==> src/rtl/miner_uart_reporter.sv <==
// miner_uart_reporter: prints miner results as ASCII hex over an 8N1 UART.
// Ports: clk, rst (sync, high), found/exhausted status, nonce_in/hash_in
// result, uart_tx line, busy flag, drop_count of found events lost while busy.
module miner_uart_reporter #(
  parameter int CLK_HZ       = 100_000_000,
  parameter int BAUD         = 115200,
  parameter int CLKS_PER_BIT = CLK_HZ / BAUD
) (
  input  logic         clk,
  input  logic         rst,
  input  logic         found,
  input  logic         exhausted,
  input  logic [31:0]  nonce_in,
  input  logic [255:0] hash_in,
  output logic         uart_tx,
  output logic         busy,
  output logic [7:0]   drop_count
);

  localparam int CW = $clog2(CLKS_PER_BIT);
  localparam logic [CW-1:0] BAUD_LAST = CW'(CLKS_PER_BIT - 1);

  typedef enum logic [1:0] {IDLE, SEND_F, SEND_E} state_t;
  typedef enum logic [1:0] {START, DATA, STOP} phase_t;

  state_t         state, state_n;
  phase_t         phase, phase_n;
  logic [CW-1:0]  baud_cnt, baud_n;
  logic [2:0]     bit_idx, bit_n;
  logic [6:0]     char_idx, char_n;
  logic           exh_pending, pend_n;
  logic [7:0]     drop_n;
  logic           found_q, exh_q;
  logic [31:0]    shadow_nonce;
  logic [255:0]   shadow_hash;
  logic           load;
  logic           found_ev, exh_ev;
  logic           last_char;
  logic [6:0]     nk, hk;
  logic [3:0]     nonce_nib, hash_nib;
  logic [7:0]     ch;

  function automatic logic [7:0] hex(input logic [3:0] n);
    if (n < 4'd10) return {4'h3, n};
    return {4'h0, n} + 8'h37;
  endfunction

  assign found_ev = found & ~found_q;
  assign exh_ev   = exhausted & ~exh_q;
  assign busy     = (state != IDLE);

  // 255-4k equals {~k, 2'b11} for the nibble index k
  always_comb begin
    nk        = char_idx - 7'd2;
    hk        = char_idx - 7'd11;
    nonce_nib = shadow_nonce[{~nk[2:0], 2'b11} -: 4];
    hash_nib  = shadow_hash[{~hk[5:0], 2'b11} -: 4];
    ch        = 8'h0A;
    if (state == SEND_E) begin
      unique case (1'b1)
        char_idx == 7'd0: ch = 8'h45;
        char_idx == 7'd1: ch = 8'h0D;
        default:          ch = 8'h0A;
      endcase
    end else begin
      unique case (1'b1)
        char_idx == 7'd0:                      ch = 8'h46;
        char_idx == 7'd1 || char_idx == 7'd10: ch = 8'h20;
        char_idx >= 7'd2 && char_idx <= 7'd9:  ch = hex(nonce_nib);
        char_idx >= 7'd11 && char_idx <= 7'd74: ch = hex(hash_nib);
        char_idx == 7'd75:                     ch = 8'h0D;
        default:                               ch = 8'h0A;
      endcase
    end
  end

  assign last_char = (state == SEND_F) ? (char_idx == 7'd76)
                                       : (char_idx == 7'd2);

  always_comb begin
    uart_tx = 1'b1;
    if (state != IDLE) begin
      unique case (phase)
        START:   uart_tx = 1'b0;
        DATA:    uart_tx = ch[bit_idx];
        default: uart_tx = 1'b1;
      endcase
    end
  end

  always_comb begin
    state_n = state;
    phase_n = phase;
    baud_n  = baud_cnt;
    bit_n   = bit_idx;
    char_n  = char_idx;
    pend_n  = exh_pending;
    drop_n  = drop_count;
    load    = 1'b0;
    unique case (state)
      IDLE: begin
        phase_n = START;
        baud_n  = '0;
        bit_n   = '0;
        char_n  = '0;
        if (found_ev) begin
          state_n = SEND_F;
          load    = 1'b1;
          pend_n  = exh_pending | exh_ev;
        end else if (exh_ev || exh_pending) begin
          state_n = SEND_E;
          pend_n  = 1'b0;
        end
      end
      default: begin
        if (found_ev && drop_count != 8'hFF) drop_n = drop_count + 8'd1;
        if (exh_ev) pend_n = 1'b1;
        if (baud_cnt == BAUD_LAST) begin
          baud_n = '0;
          unique case (phase)
            START: begin
              phase_n = DATA;
              bit_n   = '0;
            end
            DATA: begin
              bit_n = bit_idx + 3'd1;
              if (bit_idx == 3'd7) phase_n = STOP;
            end
            default: begin
              phase_n = START;
              bit_n   = '0;
              if (!last_char) begin
                char_n = char_idx + 7'd1;
              end else if (pend_n) begin
                // pending report follows with no idle gap
                state_n = SEND_E;
                char_n  = '0;
                pend_n  = 1'b0;
              end else begin
                state_n = IDLE;
                char_n  = '0;
              end
            end
          endcase
        end else begin
          baud_n = baud_cnt + 1'b1;
        end
      end
    endcase
  end

  always_ff @(posedge clk) begin
    if (rst) begin
      state       <= IDLE;
      phase       <= START;
      baud_cnt    <= '0;
      bit_idx     <= '0;
      char_idx    <= '0;
      exh_pending <= 1'b0;
      drop_count  <= '0;
      found_q     <= 1'b0;
      exh_q       <= 1'b0;
    end else begin
      state       <= state_n;
      phase       <= phase_n;
      baud_cnt    <= baud_n;
      bit_idx     <= bit_n;
      char_idx    <= char_n;
      exh_pending <= pend_n;
      drop_count  <= drop_n;
      found_q     <= found;
      exh_q       <= exhausted;
    end
  end

  always_ff @(posedge clk) begin
    if (rst) begin
      shadow_nonce <= '0;
      shadow_hash  <= '0;
    end else if (load) begin
      shadow_nonce <= nonce_in;
      shadow_hash  <= hash_in;
    end
  end

endmodule

==> config.mk <==
export PLATFORM = sky130hd
export DESIGN_NAME = miner_uart_reporter
export DESIGN_NICKNAME = d
export VERILOG_FILES = /design/src/rtl/miner_uart_reporter.sv
export SDC_FILE = /design/constraint.sdc
export NUM_CORES = 1
export LEC_CHECK = 0
export CAP_MARGIN = 10
export CORE_UTILIZATION = 40
export DETAILED_ROUTE_END_ITERATION = 8
export PLACE_DENSITY = 0.66
export SETUP_SLACK_MARGIN = 0.2
export SYNTH_ARGS = -nofsm -noshare
export SYNTH_HDL_FRONTEND = slang
export SYNTH_SLANG_ARGS = --single-unit
==> constraint.sdc <==
create_clock -name clk -period 9.91 [get_ports clk]
set_input_delay 1.4865 -clock clk [delete_from_list [all_inputs] [get_ports clk]]
set_output_delay 1.4865 -clock clk [all_outputs]
set_load 0.01 [all_outputs]
======== Word level (Yosys, flattened, before mapping) ========
Index checks and enable logic that the tools add are counted.
storage, ports and cells
  logic and storage cells ................. 108
  input port bits ......................... 292
  flip-flop bits (word level) ............. 323
  output and inout bits ................... 10
operators by class
  add/subtract/negate cells ............... 8
  mux-type cells .......................... 39
  bitwise logic cells ..................... 9
  order comparisons ....................... 7
  shifts and indexed selects .............. 2
  equal/unequal tests ..................... 14
  reduce and logical (&&, ||, !) cells .... 18
operators by type and width
  operator               count
  $shiftx 259x9->4       1
  $mux 8                 5
  $pmux 8 s5             1
  $shiftx 35x6->4        1
  $mux 1                 19
  $mux 2                 8
  $add 4x6->7 const B    2
  $eq 7x7->1 const B     2
  $pmux 7 s2             1
  $add 10x1->10 const B  1
  $eq 10x10->1 const B   1
  $add 8x1->8 const B    1
  $lt 4x4->1 const B     2
  $ne 8x8->1 const B     1
  $add 7x1->7 const B    1
  $eq 7x1->1 const B     1
  $eq 7x2->1 const B     1
  $eq 7x4->1 const B     1
  $ge 7x2->1 const B     1
  $ge 7x4->1 const B     1
  $le 7x4->1 const B     1
  $le 7x7->1 const B     1
  $logic_not 7->1        1
  $mux 7                 1
  other kinds (27)       41

======== Longest topological paths before layout ========
Gate-level depths: netlist of the first run.
  word-level depth ........................ 14
  mapped depth ............................ 17
  depth with buffers taken out ............ 14

======== Least setup slack after synthesis of the first run ========
No wires, ideal clock.
  path kind ............................... reg2out
  start point ............................. reg char_idx[1]
  end point ............................... out uart_tx
  arrival ................................. 4.149 ns
  path buffers ............................ 4
  stages on the path, launching flop included .. 18
  slack ................................... 4.274 ns
  cells stage by stage .................... dfxtp_1 clkbuf_1 inv_1 ha_1 buf_2 buf_2 clkbuf_1 mux4_2 mux4_2 nand2_1 nand2_1 a21oi_1 ha_1 a2bb2oi_1 a31oi_1 o21ai_0 a41o_1 a211o_1
between the ends
  cells in the longest elaborated chain, start to end .. 14
  elaborated cells on any way between the ends .. 38
  classes of those cells .................. 4 x add/sub; 6 x order compare; 3 x eq/ne; 2 x shift; 17 x mux; 2 x bitwise; 4 x reduce/logical
RTL lines
  what                                                        RTL line  source
  from (decl)                                                 30        logic [6:0] char_idx, char_n;
  from (signal assigned)                                      168       char_idx <= char_n;
  $sub 6x4->6 / $sub 3x2->3 (equally long branches)           55, 54
  $not 6->6 / $not 3->3 (equally long branches)               57, 56
  $shiftx 259x9->4 / $shiftx 35x6->4 (equally long branches)  57, 56
  $lt 4x4->1                                                  44        if (n < 4'd10) return {4'h3, n};
  $mux 1                                                      44
  $mux 1                                                      66        unique case (1'b1)
  $mux 1                                                      59        if (state == SEND_E) begin
  $mux 8                                                      45        return {4'h0, n} + 8'h37;
  $pmux 8 s5                                                  66
  $mux 8 *                                                    59
  $bmux 1 s3 *                                                85        DATA: uart_tx = ch[bit_idx];
  $mux 1 (not written as such) *                              85
  $pmux 1 s2 *                                                83        unique case (phase)
  $mux 1 *                                                    82        if (state != IDLE) begin
  to (decl)                                                   15        output logic uart_tx,
Mark *: on every way between the ends. The rest lies on a longest branch, timed or not. The select of a mux whose other input is x is not followed.

======== Worst setup path after layout of the first run ========
  start point ............................. reg char_idx[0]
  end point ............................... out uart_tx
The elaborated chain is that of the path after synthesis.

==> impl_metrics.env, run 1 <==
export IMPL_power_leakage_uw=0.00678
export IMPL_final_cell_mix="626 x nand2_1, 322 x dfxtp_1, 304 x a21oi_1"
export IMPL_grt_overflow_total=0
export IMPL_max_freq_mhz=131
export IMPL_synth_async_sr_flop_share=0
export IMPL_drc=12
export IMPL_grt_pass1_wl_mm=69.7
export IMPL_timing_rr_start="state[0]$_SDFFE_PP0P_"
export IMPL_clk_latency_ns=0.52
export IMPL_crit_arrival_ns=6.14
export IMPL_cts_tree="done"
export IMPL_end_kind="output pin"
export IMPL_core_rowCount=69
export IMPL_cp_endpoint="uart_tx"
export IMPL_io_pins=302
export IMPL_die_w_um=194
export IMPL_postCtsHoldBufs=0
export IMPL_postCtsResizedCells=0
export IMPL_htreeDepth=2
export IMPL_slew_viol_final=0
export IMPL_finalWirelength_mm=45.1
export IMPL_start_kind="flip-flop"
export IMPL_rsz0062_at_grt="false"
export IMPL_ys_top_cells_by_area="dfxtp_1 44%, nand2_1 16%, a21oi_1 10%"
export IMPL_path_clk_slew_ns=0.06
export IMPL_final_common_cell="nand2_1"
export IMPL_design_die_area_mm2=0.0374
export IMPL_syn_inst=1786
export IMPL_synth_nets=2092
export IMPL_drive_gt1_frac=0.0755
export IMPL_status="complete, but fails checks"
export IMPL_slew_headroom=0.199
export IMPL_fin_nets=2310
export IMPL_setup_tns_ns=0
export IMPL_crit_path_max_fanout=55
export IMPL_r2r_end="shadow_nonce[5]$_SDFFE_PP0P_"
export IMPL_core_area_mm2=0.0358
export IMPL_drtIter0Drc=1032
export IMPL_power_density_mw_per_mm2=167
export IMPL_synth_distinct_cells=63
export IMPL_ys_warnings_count=0
export IMPL_clkSinkCount=323
export IMPL_violations="DRC"
export IMPL_ys_flop_type="dfxtp_1"
export IMPL_cts_buffer_depth=3
export IMPL_portBuffers=301
export IMPL_antenna_left=0
export IMPL_timing_final_hold_violations=0
export IMPL_synth_edf_count=0
export IMPL_r2r_cells=6
export IMPL_peakVddDrop_mv=0.114
export IMPL_synth_area_leader_cell="dfxtp_1"
export IMPL_worstSetupPathType="reg2out"
export IMPL_ff2ff_setup_slack_ns=6.57
export IMPL_ys_seq_elements=323
export IMPL_post_drt_wl_per_cell_um=18.1
export IMPL_vias=13500
export IMPL_root_buffer="clkbuf_16"
export IMPL_start_util=0.409
export IMPL_syn_to_final_growth_pct=30.0
export IMPL_grt_start_max_net_pins=113
export IMPL_antenna_found_initial=1
export IMPL_n_antenna_cell=0
export IMPL_synth_area_per_cell_um2=8.21
export IMPL_worst_pin_slew_ns=1.20
export IMPL_hpwl_mm=32.4
export IMPL_cts_made_buffers=37
export IMPL_die_y_um=194
export IMPL_grt_pass1_vias=13000
export IMPL_cp_data_required_time_ns=8.42
export IMPL_startpoint="char_idx[0]$_SDFFE_PP0P_"
export IMPL_post_route_min_period_ns=7.63
export IMPL_skew_ns=0.0232
export IMPL_synth_top_area_share=0.441
export IMPL_grt_usage=0.233
export IMPL_post_route_period_util=0.770
export IMPL_finalNonFillerCells=2488
export IMPL_syn_cell_area_mm2=0.0147
export IMPL_ys_seq_area_frac=0.441
export IMPL_place_inst=2426
export IMPL_cap_violations=0
export IMPL_place_congestion=0.908
export IMPL_postCtsSetupBuffers=0
export IMPL_via_per_inst=5.41
export IMPL_first_pass_iters=9
export IMPL_worstHoldPathType="reg2reg"
export IMPL_setup_violations=0
area by class of cell:
| class | count | area (um^2) |
|---|---|---|
| tap | 461 | 577 |
| inverter | 9 | 33.8 |
| fill | 3341 | 16800 |
| sequential | 323 | 6470 |
| multi-input combinational | 1318 | 7660 |
| timing repair buffer | 315 | 3120 |
| clock inverter | 14 | 165 |
| clock buffer | 48 | 1040 |
synth_stat cells (all sizes together) (4+ instances only):
master / number
buf: 26
dfxtp: 323
and3: 11
nor3: 28
nor2b: 6
nor3b: 24
mux2i: 29
a32oi: 4
a31oi: 4
inv: 9
nand2: 626
ha: 14
a211oi: 5
a21oi: 304
a211o: 4
nand3b: 13
nor4: 5
mux4: 59
nor2: 48
o21ai: 8
nand3: 23
nand2b: 8
o311ai: 4
a22oi: 5
xor2: 15
nand4: 8
mux2: 15
xnor2: 12
clkbuf: 110
state kept, by name (all words and copies together) (netlist names):
name and cells:
state 2, char_idx 7, baud_cnt 10, drop_count 8, phase 2, shadow_hash 256, shadow_nonce 32, found_q 1
exh_q 1, bit_idx 3, exh_pending 1
power by group:
part | total, uW | internal (uW) | switching, uW
clock | 1350 | 816 | 535
combinational | 405 | 196 | 209
sequential | 1430 | 1380 | 50.8
total | 3190 | 2390 | 795
through the flow:
stage	util	cell area [um^2]	total power (uW)	worst slack, ns	hold slack [ns]
finish	0.532	19100	3190	2.28	0.451
global route	0.532	19100	3310	1.96	0.469
global placement	0.499	17900	1860	2.87	0.439
detailed placement	0.499	17900	1860	2.76	0.441
CTS	0.532	19100	3210	2.18	0.449
floorplan	-	14700	1660	4.27	0.426
critical path, cell delays in order (launching register included):
cell and delay (ns):
dfxtp_4 0.77, inv_2 0.34, ha_4 0.82, buf_4 0.55, mux4_2 0.38, mux4_2 0.51
and3_1 0.20, a211o_1 0.26, inv_1 0.13, ha_1 0.21, a2bb2oi_1 0.08, a31oi_1 0.16
o21ai_0 0.09, a41o_1 0.23, a211o_1 0.34, clkdlybuf4s50_1 0.51
routing by layer:
| metal | share of wire | wire [um] | global-route usage | vias to the layer above |
|---|---|---|---|---|
| met4 | 0.032 | 1420 | 0.0844 | 2 |
| met1 | 0.43 | 19500 | 0.311 | 6349 |
| met2 | 0.46 | 20700 | 0.369 | 484 |
| li1 | - | - | - | 6528 |
| met3 | 0.076 | 3440 | 0.0492 | 95 |
| met5 | 0.00031 | 14 | 0 | - |
how the worst min path moves through the flow:
stage          slack, ns                            end  cells after the start                          start
2_1_floorplan       0.43         baud_cnt[0]$_SDFF_PP0_                      1         baud_cnt[0]$_SDFF_PP0_
4_1_cts             0.45  shadow_hash[231]$_SDFFE_PP0P_                      2  shadow_hash[231]$_SDFFE_PP0P_
5_1_grt             0.47  shadow_hash[147]$_SDFFE_PP0P_                      2  shadow_hash[147]$_SDFFE_PP0P_
3_3_place_gp        0.44  shadow_nonce[25]$_SDFFE_PP0P_                      2  shadow_nonce[25]$_SDFFE_PP0P_
3_5_place_dp        0.44  shadow_hash[231]$_SDFFE_PP0P_                      2  shadow_hash[231]$_SDFFE_PP0P_
6_report            0.45  shadow_hash[231]$_SDFFE_PP0P_                      2  shadow_hash[231]$_SDFFE_PP0P_
logic make-up after synthesis:
group                      synth area share
and+or+nand+nor                       0.230
AOI/OAI and AO/OA                     0.136
DFF                                   0.441
buffers and inverters                0.0406
muxes                                 0.123
xor gates and xnor gates             0.0166
adders and majority gates            0.0119
Note: power is estimated with default switching activity, not from simulation.
==> run 2: changes to the inputs <==
==> constraint.sdc (replaced) <==
create_clock -name clk -period 7.05 [get_ports clk]
set_input_delay 1.0575 -clock clk [delete_from_list [all_inputs] [get_ports clk]]
set_output_delay 1.0575 -clock clk [all_outputs]
set_load 0.01 [all_outputs]
==> impl_metrics.env, run 2 (same netlist as run 1, synthesis figures left out) <==
export IMPL_path_clk_slew_ns=0.06
export IMPL_grt_usage=0.235
export IMPL_drc=12
export IMPL_cp_data_required_time_ns=5.99
export IMPL_grt_overflow_total=0
export IMPL_violations="DRC"
export IMPL_drtIter0Drc=955
export IMPL_setup_violations=0
export IMPL_via_per_inst=5.35
export IMPL_io_pins=302
export IMPL_power_density_mw_per_mm2=231
export IMPL_critPathSlowestCell="dfxtp_4"
export IMPL_worstSetupPathType="reg2out"
export IMPL_syn_to_final_growth_pct=29.9
export IMPL_postCtsResizedCells=0
export IMPL_cap_violations=0
export IMPL_crit_path_max_fanout=49
export IMPL_cts_made_buffers=35
export IMPL_antenna_left=0
export IMPL_slew_viol_final=0
export IMPL_post_dp_cell_area_mm2=0.0179
export IMPL_vias=13300
export IMPL_postCtsHoldBufs=0
export IMPL_post_drt_wl_per_cell_um=18.0
export IMPL_timing_hold_ws_ns=0.451
export IMPL_cts_tree="done"
export IMPL_setup_tns_ns=0
export IMPL_max_freq_mhz=153
export IMPL_crit_family="compound AO/OA/AOI/OAI gates"
export IMPL_final_common_cell="nand2_1"
export IMPL_n_antenna_cell=0
export IMPL_top_register="shadow_hash"
export IMPL_drive_gt1_frac=0.0740
export IMPL_clk_latency_ns=0.52
export IMPL_design_die_area_mm2=0.0374
export IMPL_post_place_ws_ns=1.04
export IMPL_final_cell_mix="626 x nand2_1, 322 x dfxtp_1, 304 x a21oi_1"
export IMPL_die_y_um=194
export IMPL_slew_headroom=0.182
export IMPL_critPathBufInv=2
export IMPL_first_pass_iters=9
export IMPL_post_route_min_period_ns=6.54
export IMPL_min_path_cells=2
export IMPL_skew_ns=0.0136
export IMPL_hpwl_mm=32.3
export IMPL_grt_pass1_wl_mm=70.4
export IMPL_status="complete, but fails checks"
export IMPL_start_kind="flip-flop"
export IMPL_r2r_cells=6
export IMPL_fin_ws_ns=0.505
export IMPL_power_leakage_uw=0.00678
export IMPL_post_route_period_util=0.928
export IMPL_largest_reg_flops=256
export IMPL_core_rowCount=69
export IMPL_crit_chain="ha_1 > xor2_4 > buf_4 > mux4_1 > mux2_2 > a32oi_1 > o211ai_2 > o31a_1 > xor2_1 > o2111ai_1 > a41o_1 > a211o_1 > clkdlybuf4s50_1"
export IMPL_timing_final_hold_violations=0
export IMPL_peakVddDrop_mv=0.129
export IMPL_worstSetupPathDepth=13
export IMPL_clkSinkCount=323
export IMPL_root_buffer="clkbuf_16"
export IMPL_end_kind="output pin"
export IMPL_htreeDepth=2
export IMPL_worst_pin_slew_ns=1.23
export IMPL_reg_largest_list="shadow_hash (256), shadow_nonce (32), baud_cnt (10)"
export IMPL_cts_buffer_depth=3
export IMPL_grt_start_max_net_pins=243
export IMPL_worstHoldPathType="reg2reg"
export IMPL_antenna_found_initial=2
export IMPL_utilization=0.532
export IMPL_place_congestion=0.903
export IMPL_grt_pass1_vias=12900
export IMPL_finalWirelength_mm=44.7
export IMPL_die_w_um=194
export IMPL_start_util=0.409
export IMPL_postCtsSetupBuffers=0
export IMPL_rsz0062_at_grt="false"
export IMPL_portBuffers=301
export IMPL_core_area_mm2=0.0358
export IMPL_cpPeakStageDelay_ns=0.73
export IMPL_crit_arrival_ns=5.49
export IMPL_fill_cells=3309
export IMPL_fin_area_mm2=0.0191
export IMPL_fin_nets=2310
==> run 2: worst register-to-register path, delay by kind of cell (launching register included) <==
| kind | cells | cell delay (ns) |
|---|---|---|
| buf+inv | 2 | 0.86 |
| compound gates | 1 | 0.19 |
| flops | 1 | 0.35 |
| simple gates | 3 | 1.24 |
==> run 2: cell type report <==
cell class              count  area, um^2  area share
multi-input cells        1318        7660       0.402
flip-flops and latches    323        6470       0.340
repair buffers            317        3180       0.167
clock buffers              51        1030      0.0539
well taps                 461         577      0.0303
clock inverters             9         110     0.00578
inverters                   9        33.8     0.00177
==> run 2: through the flow <==
step,total power [uW],cells
4_1_cts,4430,2488
6_report,4390,2488
2_1_floorplan,2330,1786
5_1_grt,4570,2488
3_5_place_dp,2620,2428
3_3_place_gp,2610,2428
==> run 2: worst paths after layout <==
path	from	slack (ns)	end
worst max register to register	state[0]$_SDFFE_PP0P_	4.33	shadow_hash[218]$_SDFFE_PP0P_
worst max-delay path	char_idx[0]$_SDFFE_PP0P_	0.51	uart_tx
worst min-delay path	shadow_nonce[18]$_SDFFE_PP0P_	0.45	shadow_nonce[18]$_SDFFE_PP0P_
worst min register to register	shadow_nonce[18]$_SDFFE_PP0P_	0.45	shadow_nonce[18]$_SDFFE_PP0P_
==> run 2: metal layers <==
metal / part of all wire / wire (um) / vias up / global-route usage
li1: - / - / 6531 / -
met1: 0.44 / 19500 / 6266 / 0.319
met2: 0.47 / 20800 / 441 / 0.376
met3: 0.071 / 3150 / 73 / 0.0471
met4: 0.026 / 1180 / 4 / 0.0747
met5: 0.00047 / 21 / - / 0
==> run 2: power by group <==
| part | leakage (uW) | total [uW] | internal [uW] | switching (uW) |
|---|---|---|---|---|
| Sequential | 0.00264 | 2010 | 1940 | 72.0 |
| Clock | 0.000563 | 1810 | 1090 | 726 |
| Combinational | 0.00358 | 569 | 278 | 291 |
| Total | 0.00678 | 4390 | 3300 | 1090 |
